**src/rtl/ring_eject_sink.sv**
```systemverilog
// Ejection-port sink for one ring node. It buffers incoming packets, drains them at a
// throttled rate, and keeps delivery statistics plus a sticky done flag.
module ring_eject_sink #(
   parameter int NODE_ID          = 0,
   parameter int NUM_NODES        = 4,
   parameter int PACKET_SIZE      = 49,
   parameter int BUFFER_SIZE      = 4,
   parameter int DRAIN_CYCLE      = 2,
   parameter int EXPECTED_PACKETS = 20
) (
   input  logic                   clk,
   input  logic                   rst,
   input  logic [PACKET_SIZE-1:0] pkt_in,
   output logic                   in_ready,
   output logic [15:0]            rx_count,
   output logic [15:0]            err_count,
   output logic [31:0]            lat_sum,
   output logic [15:0]            lat_max,
   output logic [15:0]            last_src,
   output logic                   done
);
   localparam int AW         = $clog2(BUFFER_SIZE);
   localparam int GW         = $clog2(DRAIN_CYCLE + 1);
   localparam int GAP_LAST_I = (DRAIN_CYCLE > 1) ? DRAIN_CYCLE - 2 : 0;
   localparam logic [AW:0]   DEPTH    = BUFFER_SIZE[AW:0];
   localparam logic [GW-1:0] GAP_LAST = GW'(GAP_LAST_I);

   typedef enum logic [1:0] {S_IDLE, S_POP, S_GAP} state_t;

   state_t        state_q, state_d;
   logic [47:0]   mem_q [BUFFER_SIZE];
   logic [AW-1:0] wr_ptr_q, wr_ptr_d, rd_ptr_q, rd_ptr_d;
   logic [AW:0]   count_q, count_d;
   logic [GW-1:0] gap_q, gap_d;
   logic [15:0]   cycle_cnt_q, cycle_cnt_d;
   logic [15:0]   rx_q, rx_d, err_q, err_d, max_q, max_d, src_q, src_d;
   logic [31:0]   sum_q, sum_d;
   logic          done_q, done_d;

   logic          push, pop, good;
   logic [47:0]   head;
   logic [15:0]   latency;
   logic [32:0]   sum_ext;
   logic [16:0]   total_d;

   // Readiness uses pre-pop occupancy, so a full FIFO frees a slot one edge after the pop.
   assign in_ready = (count_q < DEPTH);
   assign push     = pkt_in[48] && in_ready;
   assign pop      = (state_q == S_POP);
   assign head     = mem_q[rd_ptr_q];
   assign latency  = cycle_cnt_q - head[47:32];
   assign good     = (head[15:0] == 16'(NODE_ID)) && ({16'd0, head[31:16]} < 32'(NUM_NODES)) && !done_q;
   assign sum_ext  = {1'b0, sum_q} + {17'd0, latency};

   always_comb begin
      wr_ptr_d    = wr_ptr_q;
      rd_ptr_d    = rd_ptr_q;
      count_d     = count_q;
      cycle_cnt_d = cycle_cnt_q + 16'd1;
      if (push) wr_ptr_d = wr_ptr_q + AW'(1);
      if (pop)  rd_ptr_d = rd_ptr_q + AW'(1);
      case ({push, pop})
         2'b10:   count_d = count_q + (AW+1)'(1);
         2'b01:   count_d = count_q - (AW+1)'(1);
         default: count_d = count_q;
      endcase
   end

   always_comb begin
      state_d = state_q;
      gap_d   = gap_q;
      case (state_q)
         S_IDLE: if (count_q != '0) state_d = S_POP;
         S_POP: begin
            if (DRAIN_CYCLE > 1) begin
               state_d = S_GAP;
               gap_d   = '0;
            end else begin
               state_d = (count_q > (AW+1)'(1)) ? S_POP : S_IDLE;
            end
         end
         S_GAP: begin
            if (gap_q == GAP_LAST) state_d = (count_q != '0) ? S_POP : S_IDLE;
            else                   gap_d   = gap_q + GW'(1);
         end
         default: state_d = S_IDLE;
      endcase
   end

   always_comb begin
      rx_d  = rx_q;
      err_d = err_q;
      sum_d = sum_q;
      max_d = max_q;
      src_d = src_q;
      if (pop) begin
         if (good) begin
            rx_d  = (rx_q == 16'hFFFF) ? rx_q : rx_q + 16'd1;
            sum_d = sum_ext[32] ? 32'hFFFF_FFFF : sum_ext[31:0];
            max_d = (latency > max_q) ? latency : max_q;
            src_d = head[31:16];
         end else begin
            err_d = (err_q == 16'hFFFF) ? err_q : err_q + 16'd1;
         end
      end
      total_d = {1'b0, rx_d} + {1'b0, err_d};
      done_d  = done_q || (pop && (total_d >= 17'(EXPECTED_PACKETS)));
   end

   always_ff @(posedge clk) begin
      if (rst) begin
         state_q     <= S_IDLE;
         wr_ptr_q    <= '0;
         rd_ptr_q    <= '0;
         count_q     <= '0;
         gap_q       <= '0;
         cycle_cnt_q <= '0;
         rx_q        <= '0;
         err_q       <= '0;
         sum_q       <= '0;
         max_q       <= '0;
         src_q       <= '0;
         done_q      <= 1'b0;
      end else begin
         state_q     <= state_d;
         wr_ptr_q    <= wr_ptr_d;
         rd_ptr_q    <= rd_ptr_d;
         count_q     <= count_d;
         gap_q       <= gap_d;
         cycle_cnt_q <= cycle_cnt_d;
         rx_q        <= rx_d;
         err_q       <= err_d;
         sum_q       <= sum_d;
         max_q       <= max_d;
         src_q       <= src_d;
         done_q      <= done_d;
      end
   end

   // Storage needs no reset: pointers and occupancy define what is live.
   always_ff @(posedge clk) begin
      if (push) mem_q[wr_ptr_q] <= pkt_in[47:0];
   end

   assign rx_count  = rx_q;
   assign err_count = err_q;
   assign lat_sum   = sum_q;
   assign lat_max   = max_q;
   assign last_src  = src_q;
   assign done      = done_q;
endmodule

```
**config.mk**
```make
export PLATFORM = sky130hd
export DESIGN_NAME = ring_eject_sink
export DESIGN_NICKNAME = d
export VERILOG_FILES = /design/src/rtl/ring_eject_sink.sv
export SDC_FILE = /design/constraint.sdc
export NUM_CORES = 1
export LEC_CHECK = 0
export BUFFER_PORTS_ARGS = -buffer_cell sky130_fd_sc_hd__buf_2
export CORE_ASPECT_RATIO = 1.4
export CORE_MARGIN = 1.5
export CORE_UTILIZATION = 45
export CTS_BUF_LIST = sky130_fd_sc_hd__clkbuf_16
export DETAILED_ROUTE_END_ITERATION = 10
export MAX_ROUTING_LAYER = met4
export PLACE_DENSITY = 0.63
export SETUP_SLACK_MARGIN = 0.5
export SLEW_MARGIN = 20
export SYNTH_ARGS = -nofsm -noshare
export SYNTH_HDL_FRONTEND = slang
export SYNTH_SLANG_ARGS = --single-unit
```
**constraint.sdc**
```tcl
create_clock -name clk -period 5.41 [get_ports clk]
set_clock_uncertainty 0.05 [all_clocks]
set_input_delay 0.2705 -clock clk [delete_from_list [all_inputs] [get_ports clk]]
set_output_delay 0.2705 -clock clk [all_outputs]
set_load 0.05 [all_outputs]
```
==> reports/results.tsv <==
metric	value	unit
yosysMostFrequentCell	edfxtp_1	
finalHoldViolCount	0	
worstMarginPinSlew	0.685	ns
power.density	367	nW/µm²
utilization	55.9	%
design.core.area	31700	µm²
synth_ff_type	edfxtp_1	
num_io_pins	149	
critPathMaxFanout	8	
outcome	finished, final reports clean	
wl_per_cell	17.7	µm
grt_overflow	0	
min_path_cells	2	
avgViaCountPerCell	5.46	
synth.yosys.seq_area_share	57.0	%
drt_iter0_drc	495	
synth_warnings	0	
crit_required	5.79	ns
ys_ff_latch	318	
maxCapViolations	0	
clk_pin_slew_worst_paths	0.06	ns
synth_top_area_share	39.7	%
die_y	216	µm
critPathKind	reg -> reg	
r2r_cells	19	
post-route-min-period	4.74	ns
first_pass_iters	5	
syn_nets	1342	
rows	77	
die_x	155	µm
cts.sinks	318	
crit_chain	mux4_2 -> ha_1 -> inv_1 -> fa_2 -> a211oi_1 -> o21a_1 -> or3_1 -> and3b_1 -> xnor2_2 -> buf_4 -> ha_4 -> a21o_1 -> a21o_1 -> a21o_1 -> a311o_1 -> o22ai_4 -> nor2_1 -> a31oi_1 -> a311oi_1	
grt_pass1_wl	51700	µm
io_buffers	148	
gp_congestion	0.885	
fin_tns_setup	0	ns
async_reset_ff_share	0	%
rsz0062_at_grt	true	
period_share	87.7	%
syn_avg_cell_area	12.0	µm²
fp.dieArea	33400	µm²
critPathCaptureType	register	
finalNetCount	1577	
startpoint_type	register	
drtAntennaViolNets	0	
ys_top_cells_by_count	192 x edfxtp_1, 126 x dfxtp_1, 100 x nor2_1	
cp_slowest_cell	mux4_2	
drt_wl_total	33000	µm
grt_antenna_before_repair	1	
crit_family	compound AO/OA/AOI/OAI gates	
dp_hpwl	23200	µm
cp.arrival	5.12	ns
cts.path.max_buffers	3	
start_util	45.8	%
hold_path.class	in -> reg	
leakagePower	7.08	nW
cts_made_buffers	31	
clk_latency	0.57	ns
netlist_top_cells_area	edfxtp_1 40%, dfxtp_1 17%, ha_1 6.2%	
cts_root_buf	clkbuf_16	
synthesis.area	14500	µm²
cts_max_level	1	
cp_num_cells	19	
slowest_delay	0.51	ns
max-slew-margin-rel	54.4	%
drc	0	
synth_edf_count	192	
final_layout_size_suffix_gt1_share	22.6	%
report.final.slew_viol_count	0	
fmax	211	MHz
crit_top_cell	a21o_1	
irDropWorstVdd	0.000379	V
num_vias	10221	
area.growth.synth_to_final	21.9	%
yosysUniqueCellTypes	82	
synthCells	1215	
crit_buf_inv	2	
synth.largest_area_cell	edfxtp_1	
cts_tree	yes	
grt_pass1_vias	10095	
setup_viol	0	
gr-usage-all-layers	20.0	%
grt_max_degree	55	
per-layer routing:
metal  vias to the layer above  routed length (µm)  global-route usage (%)
li1                       5034                   -                       -
met1                      4893               13500                    22.8
met2                       229               16800                    35.1
met3                        65                1620                    3.23
met4                         0                1110                    7.66
met5                         -                   0                       -
kinds of logic (layout without fill, tap and decap cells):
group	count (synthesis)	count (layout)	share of synthesized area, %
AO/OA/AOI/OAI	214	215	9.81
XOR/XNOR	64	64	3.86
adder cells (fa/ha/maj)	76	76	6.75
buffers and inverters	93	352	2.61
flip-flops	318	318	57.0
multiplexers	41	41	4.54
other	0	1	0
AND/OR/NAND/NOR	409	409	15.4
metrics by stage:
stage	hold WS (ns)	power, mW	instance area (µm²)	instances	worst slack (ns)
4_1_cts	0.146	6.44	17300	1851	0.514
3_5_place_dp	0.397	4.23	15800	1742	0.230
6_report	0.158	6.49	17700	1871	0.666
5_1_grt	0.176	6.82	17700	1871	0.393
2_1_floorplan	0.319	3.86	14500	1215	0.559
3_3_place_gp	0.394	4.20	15800	1742	0.296
timing repair:
item	CTS	global route
endpoints found under the hold margin	192	0
setup buffers	3	18
endpoints found under the setup margin	42	49
pin swaps	2	14
hold buffers	48	0
gates cloned	0	1
gates resized for setup	9	45
registers in the layout (all words and copies together) (netlist names), named ones only:
register	cells
gap_q	2
mem_q	192
err_count	16
wr_ptr_q	2
lat_max	16
rx_count	16
count_q	3
rd_ptr_q	2
cycle_cnt_q	16
done	1
last_src	16
lat_sum	32
state_q	2
power by group:
| part | total [mW] | switching [mW] | leakage [nW] | internal [mW] |
|---|---|---|---|---|
| combinational | 1.48 | 0.838 | 3.79 | 0.640 |
| clock | 2.16 | 0.918 | 0.510 | 1.24 |
| sequential | 2.86 | 0.0829 | 2.78 | 2.78 |
cells in the final DEF, fill, tap and decap left out, types with 30 or more instances in the layout:
master         count
edfxtp_1         192
buf_2            148
dfxtp_1          124
nor2_1           100
ha_1              69
inv_1             59
a21oi_1           53
dlygate4sd3_1     48
nand2_1           46
nor3_1            44
and2_1            35
buf_4             35
o21ai_0           33
clkbuf_16         31
xnor2_1           30
final timing paths:
| kind | start | to | slack [ns] |
|---|---|---|---|
| max | register | lat_sum[25] | 0.67 |
| min | rst | wr_ptr_q[1] | 0.16 |
| max reg2reg | register | lat_sum[25] | 0.67 |
| min reg2reg | last_src[1] | last_src[1] | 0.40 |
final cells by class:
cell class	instances	area (µm²)
Fill cell	2685	14000
Sequential cell	318	8290
Multi-Input combinational cell	805	6120
Timing Repair Buffer	237	1560
Clock buffer	31	776
Tap cell	395	494
Clock inverter	27	248
Inverter	57	214
Antenna cell	1	2.50
No activity file was read; power rests on OpenSTA's default activity.
